==> src/rtl/alu_pkg.sv <==
// Shared definitions for the multi-lane ALU: operation encodings and the
// signed saturation limits used when ALU_SAT_EN is defined.
package alu_pkg;

    localparam int ALU_OP_W = 3;

    typedef enum logic [ALU_OP_W-1:0] {
        ALU_ADD = 3'b000,
        ALU_SUB = 3'b001,
        ALU_MUL = 3'b010,
        ALU_AND = 3'b011,
        ALU_OR  = 3'b100,
        ALU_XOR = 3'b101,
        ALU_SLT = 3'b110,
        ALU_SRL = 3'b111
    } alu_op_e;

    // Largest positive (neg=0) or most negative (neg=1) signed value of a
    // width-bit word, returned sign-extended to 64 bits; callers take the low bits.
    function automatic logic [63:0] sat_limit(input int width, input logic neg);
        logic [63:0] lim;
        lim = (64'd1 << (width - 1)) - 64'd1;
        return neg ? ~lim : lim;
    endfunction

endpackage

==> src/rtl/alu_lane.sv <==
// One combinational WIDTH-bit ALU lane. Signed saturation of ADD/SUB is
// compiled in with the ALU_SAT_EN macro; otherwise they wrap.
module alu_lane
    import alu_pkg::*;
#(
    parameter int WIDTH = 16
) (
    input  alu_op_e          op_i,
    input  logic [WIDTH-1:0] a_i,
    input  logic [WIDTH-1:0] b_i,
    input  logic             en_i,
    output logic [WIDTH-1:0] result_o,
    output logic             zero_o
);

    localparam int SHW = $clog2(WIDTH);

    logic [WIDTH-1:0] sum;
    logic [WIDTH-1:0] diff;
    logic [WIDTH-1:0] addRes;
    logic [WIDTH-1:0] subRes;
    logic [WIDTH-1:0] raw;

    assign sum  = a_i + b_i;
    assign diff = a_i - b_i;

`ifdef ALU_SAT_EN
    localparam logic [63:0]      MAX64   = sat_limit(WIDTH, 1'b0);
    localparam logic [63:0]      MIN64   = sat_limit(WIDTH, 1'b1);
    localparam logic [WIDTH-1:0] SAT_MAX = MAX64[WIDTH-1:0];
    localparam logic [WIDTH-1:0] SAT_MIN = MIN64[WIDTH-1:0];

    logic addOvf;
    logic subOvf;

    // Overflow can only happen when the true result's sign disagrees with A,
    // so A's sign picks the clamp direction.
    assign addOvf = (a_i[WIDTH-1] == b_i[WIDTH-1]) && (sum[WIDTH-1]  != a_i[WIDTH-1]);
    assign subOvf = (a_i[WIDTH-1] != b_i[WIDTH-1]) && (diff[WIDTH-1] != a_i[WIDTH-1]);
    assign addRes = addOvf ? (a_i[WIDTH-1] ? SAT_MIN : SAT_MAX) : sum;
    assign subRes = subOvf ? (a_i[WIDTH-1] ? SAT_MIN : SAT_MAX) : diff;
`else
    assign addRes = sum;
    assign subRes = diff;
`endif

    always_comb begin
        raw = '0;
        case (op_i)
            ALU_ADD: raw = addRes;
            ALU_SUB: raw = subRes;
            ALU_MUL: raw = a_i * b_i;
            ALU_AND: raw = a_i & b_i;
            ALU_OR:  raw = a_i | b_i;
            ALU_XOR: raw = a_i ^ b_i;
            ALU_SLT: raw = {{(WIDTH-1){1'b0}}, ($signed(a_i) < $signed(b_i))};
            ALU_SRL: raw = a_i >> b_i[SHW-1:0];
            default: raw = '0;
        endcase
    end

    assign result_o = en_i ? raw : '0;
    assign zero_o   = en_i && (raw == '0);

endmodule

==> src/rtl/alu_lanes.sv <==
// Two-stage pipelined LANES-wide ALU with valid/ready handshake on both sides.
// Build option: ALU_SAT_EN selects signed saturating ADD/SUB in every lane.
module alu_lanes
    import alu_pkg::*;
#(
    parameter int WIDTH = 16,
    parameter int LANES = 4
) (
    input  logic                   clk,
    input  logic                   reset,
    input  logic                   in_valid,
    output logic                   in_ready,
    input  logic [ALU_OP_W-1:0]    in_op,
    input  logic [LANES-1:0]       in_mask,
    input  logic [LANES*WIDTH-1:0] in_a,
    input  logic [LANES*WIDTH-1:0] in_b,
    output logic                   out_valid,
    input  logic                   out_ready,
    output logic [LANES*WIDTH-1:0] out_result,
    output logic [LANES-1:0]       out_zero,
    output logic [LANES-1:0]       out_mask
);

    logic                   s1Valid_q,  s1Valid_d;
    alu_op_e                s1Op_q,     s1Op_d;
    logic [LANES-1:0]       s1Mask_q,   s1Mask_d;
    logic [LANES*WIDTH-1:0] s1A_q,      s1A_d;
    logic [LANES*WIDTH-1:0] s1B_q,      s1B_d;
    logic                   s2Valid_q,  s2Valid_d;
    logic [LANES*WIDTH-1:0] s2Result_q, s2Result_d;
    logic [LANES-1:0]       s2Zero_q,   s2Zero_d;
    logic [LANES-1:0]       s2Mask_q,   s2Mask_d;

    logic [LANES*WIDTH-1:0] laneResult;
    logic [LANES-1:0]       laneZero;
    logic                   inAccept;
    logic                   s2Load;

    for (genvar g = 0; g < LANES; g++) begin : gLane
        alu_lane #(.WIDTH(WIDTH)) uLane (
            .op_i     (s1Op_q),
            .a_i      (s1A_q[g*WIDTH +: WIDTH]),
            .b_i      (s1B_q[g*WIDTH +: WIDTH]),
            .en_i     (s1Mask_q[g]),
            .result_o (laneResult[g*WIDTH +: WIDTH]),
            .zero_o   (laneZero[g])
        );
    end

    // S1 can only be blocked when it holds a beat that cannot move into a full,
    // undrained S2; a drain and accept in the same cycle moves every beat at once.
    assign in_ready = !s1Valid_q || !s2Valid_q || out_ready;
    assign inAccept = in_valid && in_ready;
    assign s2Load   = s1Valid_q && (!s2Valid_q || out_ready);

    always_comb begin
        s1Valid_d  = s1Valid_q;
        s1Op_d     = s1Op_q;
        s1Mask_d   = s1Mask_q;
        s1A_d      = s1A_q;
        s1B_d      = s1B_q;
        s2Valid_d  = s2Valid_q;
        s2Result_d = s2Result_q;
        s2Zero_d   = s2Zero_q;
        s2Mask_d   = s2Mask_q;

        if (inAccept) begin
            s1Valid_d = 1'b1;
            s1Op_d    = alu_op_e'(in_op);
            s1Mask_d  = in_mask;
            s1A_d     = in_a;
            s1B_d     = in_b;
        end else if (s2Load) begin
            s1Valid_d = 1'b0;
        end

        if (s2Load) begin
            s2Valid_d  = 1'b1;
            s2Result_d = laneResult;
            s2Zero_d   = laneZero;
            s2Mask_d   = s1Mask_q;
        end else if (out_ready) begin
            s2Valid_d = 1'b0;
        end
    end

    always_ff @(posedge clk or posedge reset) begin
        if (reset) begin
            s1Valid_q  <= 1'b0;
            s1Op_q     <= ALU_ADD;
            s1Mask_q   <= '0;
            s1A_q      <= '0;
            s1B_q      <= '0;
            s2Valid_q  <= 1'b0;
            s2Result_q <= '0;
            s2Zero_q   <= '0;
            s2Mask_q   <= '0;
        end else begin
            s1Valid_q  <= s1Valid_d;
            s1Op_q     <= s1Op_d;
            s1Mask_q   <= s1Mask_d;
            s1A_q      <= s1A_d;
            s1B_q      <= s1B_d;
            s2Valid_q  <= s2Valid_d;
            s2Result_q <= s2Result_d;
            s2Zero_q   <= s2Zero_d;
            s2Mask_q   <= s2Mask_d;
        end
    end

    assign out_valid  = s2Valid_q;
    assign out_result = s2Result_q;
    assign out_zero   = s2Zero_q;
    assign out_mask   = s2Mask_q;

endmodule

==> config.mk <==
export PLATFORM = sky130hd
export DESIGN_NAME = alu_lanes
export DESIGN_NICKNAME = d
export VERILOG_FILES = /design/src/rtl/alu_pkg.sv /design/src/rtl/alu_lane.sv /design/src/rtl/alu_lanes.sv
export SDC_FILE = /design/constraint.sdc
export NUM_CORES = 2
export LEC_CHECK = 0
export ABC_CLOCK_PERIOD_IN_PS = 9600
export BUFFER_PORTS_ARGS = -buffer_cell sky130_fd_sc_hd__buf_2
export CORE_ASPECT_RATIO = 0.7
export CORE_MARGIN = 3
export CORE_UTILIZATION = 40
export CTS_CLUSTER_DIAMETER = 40
export DETAILED_ROUTE_END_ITERATION = 12
export PLACE_DENSITY_LB_ADDON = 0.1
export SLEW_MARGIN = 20
export SYNTH_ARGS = -nofsm -noshare
export SYNTH_HDL_FRONTEND = slang
export SYNTH_SLANG_ARGS = --single-unit
export TNS_END_PERCENT = 100
==> constraint.sdc <==
create_clock -name clk -period 9.6 [get_ports clk]
set_input_delay 0.48 -clock clk [delete_from_list [all_inputs] [get_ports clk]]
set_output_delay 0.48 -clock clk [all_outputs]
set_load 0.03 [all_outputs]
After elaboration in Yosys (flattened, before gate mapping). Cells that the tools add are included.

Register bits: 209. Output and inout bits: 74. Logic and storage cells: 78.

Add/sub/neg operators: 8. Multipliers: 4. $lt $le $gt $ge: 4. Eq/ne operators: 7. Shift-type cells: 4. Mux-type cells: 12. Bitwise operators: 12. Reductions and logical operators: 18.

Operators by type and width (count): 16-bit case mux with 8 select lines (4); 16-bit adder (4); 16-bit AND (4); 16-bit zero test (4); 16-bit less-than comparator (4); 16-bit by 16-bit multiplier with 16-bit output (4); 16-bit two-way mux (4); 16-bit OR (4); 16-bit by 4-bit right shift with 16-bit output (4); 16-bit subtractor (4); 16-bit XOR (4); 3-bit == test (second input constant) (4); 3-bit by 2-bit == test with 1-bit output (second input constant) (2); 1-bit logical AND (6); 1-bit two-way mux (4); 2-bit nonzero test (2); 3-bit by 1-bit == test with 1-bit output (second input constant) (1); 3-bit zero test (1); 1-bit logical OR (3); 1-bit zero test (2).

Longest topological paths before layout.
Depth after elaboration: 5. Mapped depth: 27.

By module. Synthesis repeated with hierarchy kept, for this count alone.

Cell total of the unflattened synthesis: 4313. Area, all modules: 37066.8 sq um.

Modules (own cells, without submodules): alu_lanes (instances 1, cells an instance 444, area an instance 8041.5 sq um, sequential area each 5230.0 sq um); alu_lane at gLane[0].uLane (instances 1, cells an instance 984, area an instance 7358.3 sq um, sequential area each 0.0 sq um); alu_lane at gLane[3].uLane (instances 1, cells an instance 980, area an instance 7259.5 sq um, sequential area each 0.0 sq um); alu_lane at gLane[2].uLane (instances 1, cells an instance 967, area an instance 7218.2 sq um, sequential area each 0.0 sq um); alu_lane at gLane[1].uLane (instances 1, cells an instance 938, area an instance 7189.4 sq um, sequential area each 0.0 sq um).

Worst setup path before layout. Ideal clock, no wire load.

Kind: reg2reg. From: register s1B_q[1]. To: register s2Zero_q[0], in the netlist out_zero[0]. Data arrival time: 6.632 ns. Data required time: 9.490 ns. Setup slack: 2.858 ns. Stages on the path, launching flop included: 24. Cells stage by stage: dfrtp_1 clkbuf_1 clkbuf_1 clkbuf_1 nand2_1 fa_1 fa_1 fa_1 fa_1 inv_1 fa_1 inv_1 fa_1 inv_1 ha_1 clkbuf_1 nand3_1 a2111oi_0 nor3_1 a311o_1 nor3b_1 or3_1 inv_1 o41ai_1.

Word-level cells in the longest chain between the ends: 4. Elaborated cells between the ends (all ways): 11. Those cells by class: add/sub (2); mul (1); order compare (1); shift (1); mux (1); bitwise (3); reduce/logical (2).

RTL lines: start: declaration (line alu_lanes.sv:28) `logic [LANES*WIDTH-1:0] s1B_q, s1B_d;`; start signal: assignment (line alu_lanes.sv:93) `s1B_q <= '0;`; start signal: assignment (line alu_lanes.sv:103) `s1B_q <= s1B_d;`; 16-bit by 16-bit multiplier with 16-bit output, or another cell as far along (line alu_lane.sv:52) `ALU_MUL: raw = a_i * b_i;`; 16-bit case mux with 8 select lines (*) (line alu_lane.sv:49) `case (op_i)`; 16-bit zero test (*) (line alu_lane.sv:63) `assign zero_o = en_i && (raw == '0);`; 1-bit logical AND (*) (line alu_lane.sv:63); end signal: assignment (line alu_lanes.sv:106) `s2Zero_q <= s2Zero_d;`; end: declaration (line alu_lanes.sv:31) `logic [LANES-1:0] s2Zero_q, s2Zero_d;`.

Every way passes the cells marked *; elsewhere a longest branch is shown, timed or not. A chain may end at the register's enable or synchronous reset.

Final worst setup path.
From: register s1B_q[2]. To: register s2Zero_q[0], in the netlist out_zero[0].

The elaborated chain is that of the path after synthesis.

==> impl_metrics.json <==
{
  "grt_max_degree": 133,
  "hold_start": "in_mask[3]",
  "relSlewSlack_pct": 23.9,
  "worstSetupPathType": "flip-flop to flip-flop",
  "postRouteAntennaNets": 0,
  "dieHeight_um": 257,
  "io_buffers": 212,
  "die_w_um": 365,
  "r2r_end": "out_zero[0]$_DFFE_PP0P_",
  "synth_top_area_cell": "fa_1",
  "period_share_pct": 75.3,
  "hold_class": "input port to flip-flop",
  "fillerInstances": 8847,
  "multi_input_area_um2": 27400,
  "cp-startpoint": "s1B_q[2]$_DFFE_PP0P_",
  "post_cts_buffers": 0,
  "synth_edf_count": 0,
  "min_to": "s1Mask_q[3]$_DFFE_PP0P_",
  "r2r_slack_ns": 2.37,
  "ys_top_cells_by_area": "fa_1 18%, dfrtp_1 15%, ha_1 13%, inv_1 6.6%, nand2_1 4.8%",
  "netlist_instances": 4340,
  "wl_um": 139000,
  "fmax_mhz": 138,
  "cp-start-kind": "flip-flop",
  "ys.warnings.count": 0,
  "hpwl_um": 107000,
  "required_ns": 10.09,
  "drt-initial-drc-count": 3467,
  "cts_root_buf": "clkbuf_16",
  "whs_path_depth": 2,
  "remaining_drc_errors": 0,
  "dr.pass1.iters": 6,
  "cts_tree": "yes",
  "clkLatencyLatePin_ns": 0.60,
  "r2r_cells": 22,
  "io_pins": 213,
  "synth_top_area_share_pct": 18.2,
  "gp_congestion": 0.966,
  "syn-num-nets": 5195,
  "maxCapViolCount": 0,
  "final_nets": 5256,
  "coreArea_um2": 88700,
  "synth-seq-cells": 209,
  "r2r-start": "s1B_q[2]$_DFFE_PP0P_",
  "synth.most_common_cell": "inv_1",
  "maxSlewViolCount": 0,
  "synth.cell_area_um2": 36100,
  "numCtsBuffers": 38,
  "clock_path_buffers": 3,
  "crit_fanout": 23,
  "final-seq-area_um2": 5240,
  "track_usage_pct": 29.2,
  "clk_pin_slew_ns": 0.07,
  "period_needed_ns": 7.23,
  "arrival_ns": 7.72,
  "grt_pass1_wl_um": 208000,
  "initial_core_util_pct": 40.7,
  "cts_resized": 0,
  "grt_setup_unrepaired": "no",
  "finalHoldViolCount": 0,
  "antenna_found_initial": 3,
  "synthTopCellsByCount": "631 x inv_1, 464 x nand2_1, 442 x nor2_1, 388 x ha_1, 328 x fa_1",
  "die_area_um2": 93900,
  "synth_flop_cell": "dfrtp_1",
  "ys_types": 91,
  "final_layout_size_suffix_gt1_share_pct": 13.3,
  "worst_pin_slew_ns": 1.14,
  "area_growth_syn_to_layout_pct": 9.45,
  "routed_via_density": 5.81,
  "totalNegativeSetupSlack_ns": 0,
  "grt_pass1_vias": 31445,
  "fin_worst_skew_ns": 0.0561,
  "status": "finished, final reports clean",
  "setup_viol_count_final": 0,
  "synth-seq-area-share_pct": 14.5,
  "syn_area_per_cell_um2": 8.31,
  "overflow": 0,
  "synthArstFlopShare_pct": 100,
  "wl_per_cell_um": 24.8,
  "h-tree-depth": 2,
  "vias": 32490,
  "crit_path_end_kind": "flip-flop",
  "numClockSinks": 209,
  "core.rowCount": 91
}
[critical path, stage by stage (launching register included)]
cell and delay, ns:
dfrtp_1 0.87, clkinv_1 0.82, nor2_1 0.34, fa_1 0.19, inv_1 0.05, fa_1 0.45, fa_1 0.44, fa_1 0.48
inv_1 0.05, fa_1 0.52, inv_1 0.05, fa_1 0.47, inv_1 0.04, ha_1 0.42, nand3_1 0.12, a2111oi_0 0.43
buf_4 0.23, nor3_1 0.06, a311o_1 0.41, nor3b_1 0.18, or3_1 0.15, inv_1 0.04, o41ai_1 0.33
[worst max path at each step]
stage	cells past startpoint	slack, ns	end
after floorplan	23	2.86	out_zero[0]$_DFFE_PP0P_
final	22	2.37	out_zero[0]$_DFFE_PP0P_
after CTS	22	2.42	out_zero[0]$_DFFE_PP0P_
after global routing	22	1.90	out_zero[0]$_DFFE_PP0P_
after global placement	22	2.53	out_zero[0]$_DFFE_PP0P_
after detailed placement	22	2.41	out_zero[0]$_DFFE_PP0P_
[per-stage QoR]
step                hold WS, ns  utilization [%]  std cells  setup WS [ns]  instance area (µm²)
CTS                      0.0742             44.5       5592           2.42                39500
detailed placement        0.459             42.9       5522           2.41                38100
global route             0.0892             44.5       5592           1.90                39500
floorplan                 0.494                -       4340           2.86                36100
finish                    0.103             44.5       5593           2.37                39500
global placement          0.461             42.9       5522           2.53                38100
[cells in the final DEF (no fill, tap or decap), types with 41 or more instances in the layout]
master    instances
dfrtp_1         206
nor3_1           67
o21ai_0         186
mux2_2          147
buf_2           212
nand3_1          45
mux4_2           41
inv_1           630
nand2_1         461
a211oi_1         41
ha_1            388
fa_1            328
buf_4            55
mux2i_1          49
nor2_1          441
a21oi_1         222
xnor2_1         116
[logic make-up after synthesis]
kind of cell             share of synthesized area (%)
AO/OA/AOI/OAI                                     16.4
XOR/XNOR                                          3.75
adder cells (fa/ha/maj)                           31.7
buffers and inverters                             9.62
flip-flops                                        14.5
multiplexers                                      9.02
AND/OR/NAND/NOR                                   15.1
[registers in the layout, summed over array words and instances (netlist names)]
name        count
out_result     64
s1Mask_q        4
s1A_q          64
out_mask        4
out_zero        4
s1Valid_q       1
out_valid       1
s1Op_q          3
s1B_q          64
[area by class of cell]
cell class              instances  area share, %
multi-input cells            3229           69.5
diodes                          1        0.00634
well taps                    1162           3.68
clock inverters                26          0.932
repair buffers                270           3.86
inverters                     653           6.23
clock buffers                  43           2.56
flip-flops and latches        209           13.3
[layer usage]
| metal | vias up | share of wire (%) | track usage [%] |
|---|---|---|---|
| met2 | 1658 | 39 | 38.7 |
| met3 | 156 | 12 | 9.48 |
| li1 | 14708 | - | - |
| met5 | - | 0.012 | 0 |
| met4 | 2 | 2.0 | 6.15 |
| met1 | 15966 | 47 | 45.3 |
[what timing repair did]
action                     4_1_cts  5_1_grt
hold endpoints to repair        64        0
setup endpoints to repair        0        0
hold buffers                     1        0
Power is not shown: default switching activity piles up to over one toggle a cycle in this logic, so the estimate is an artifact.
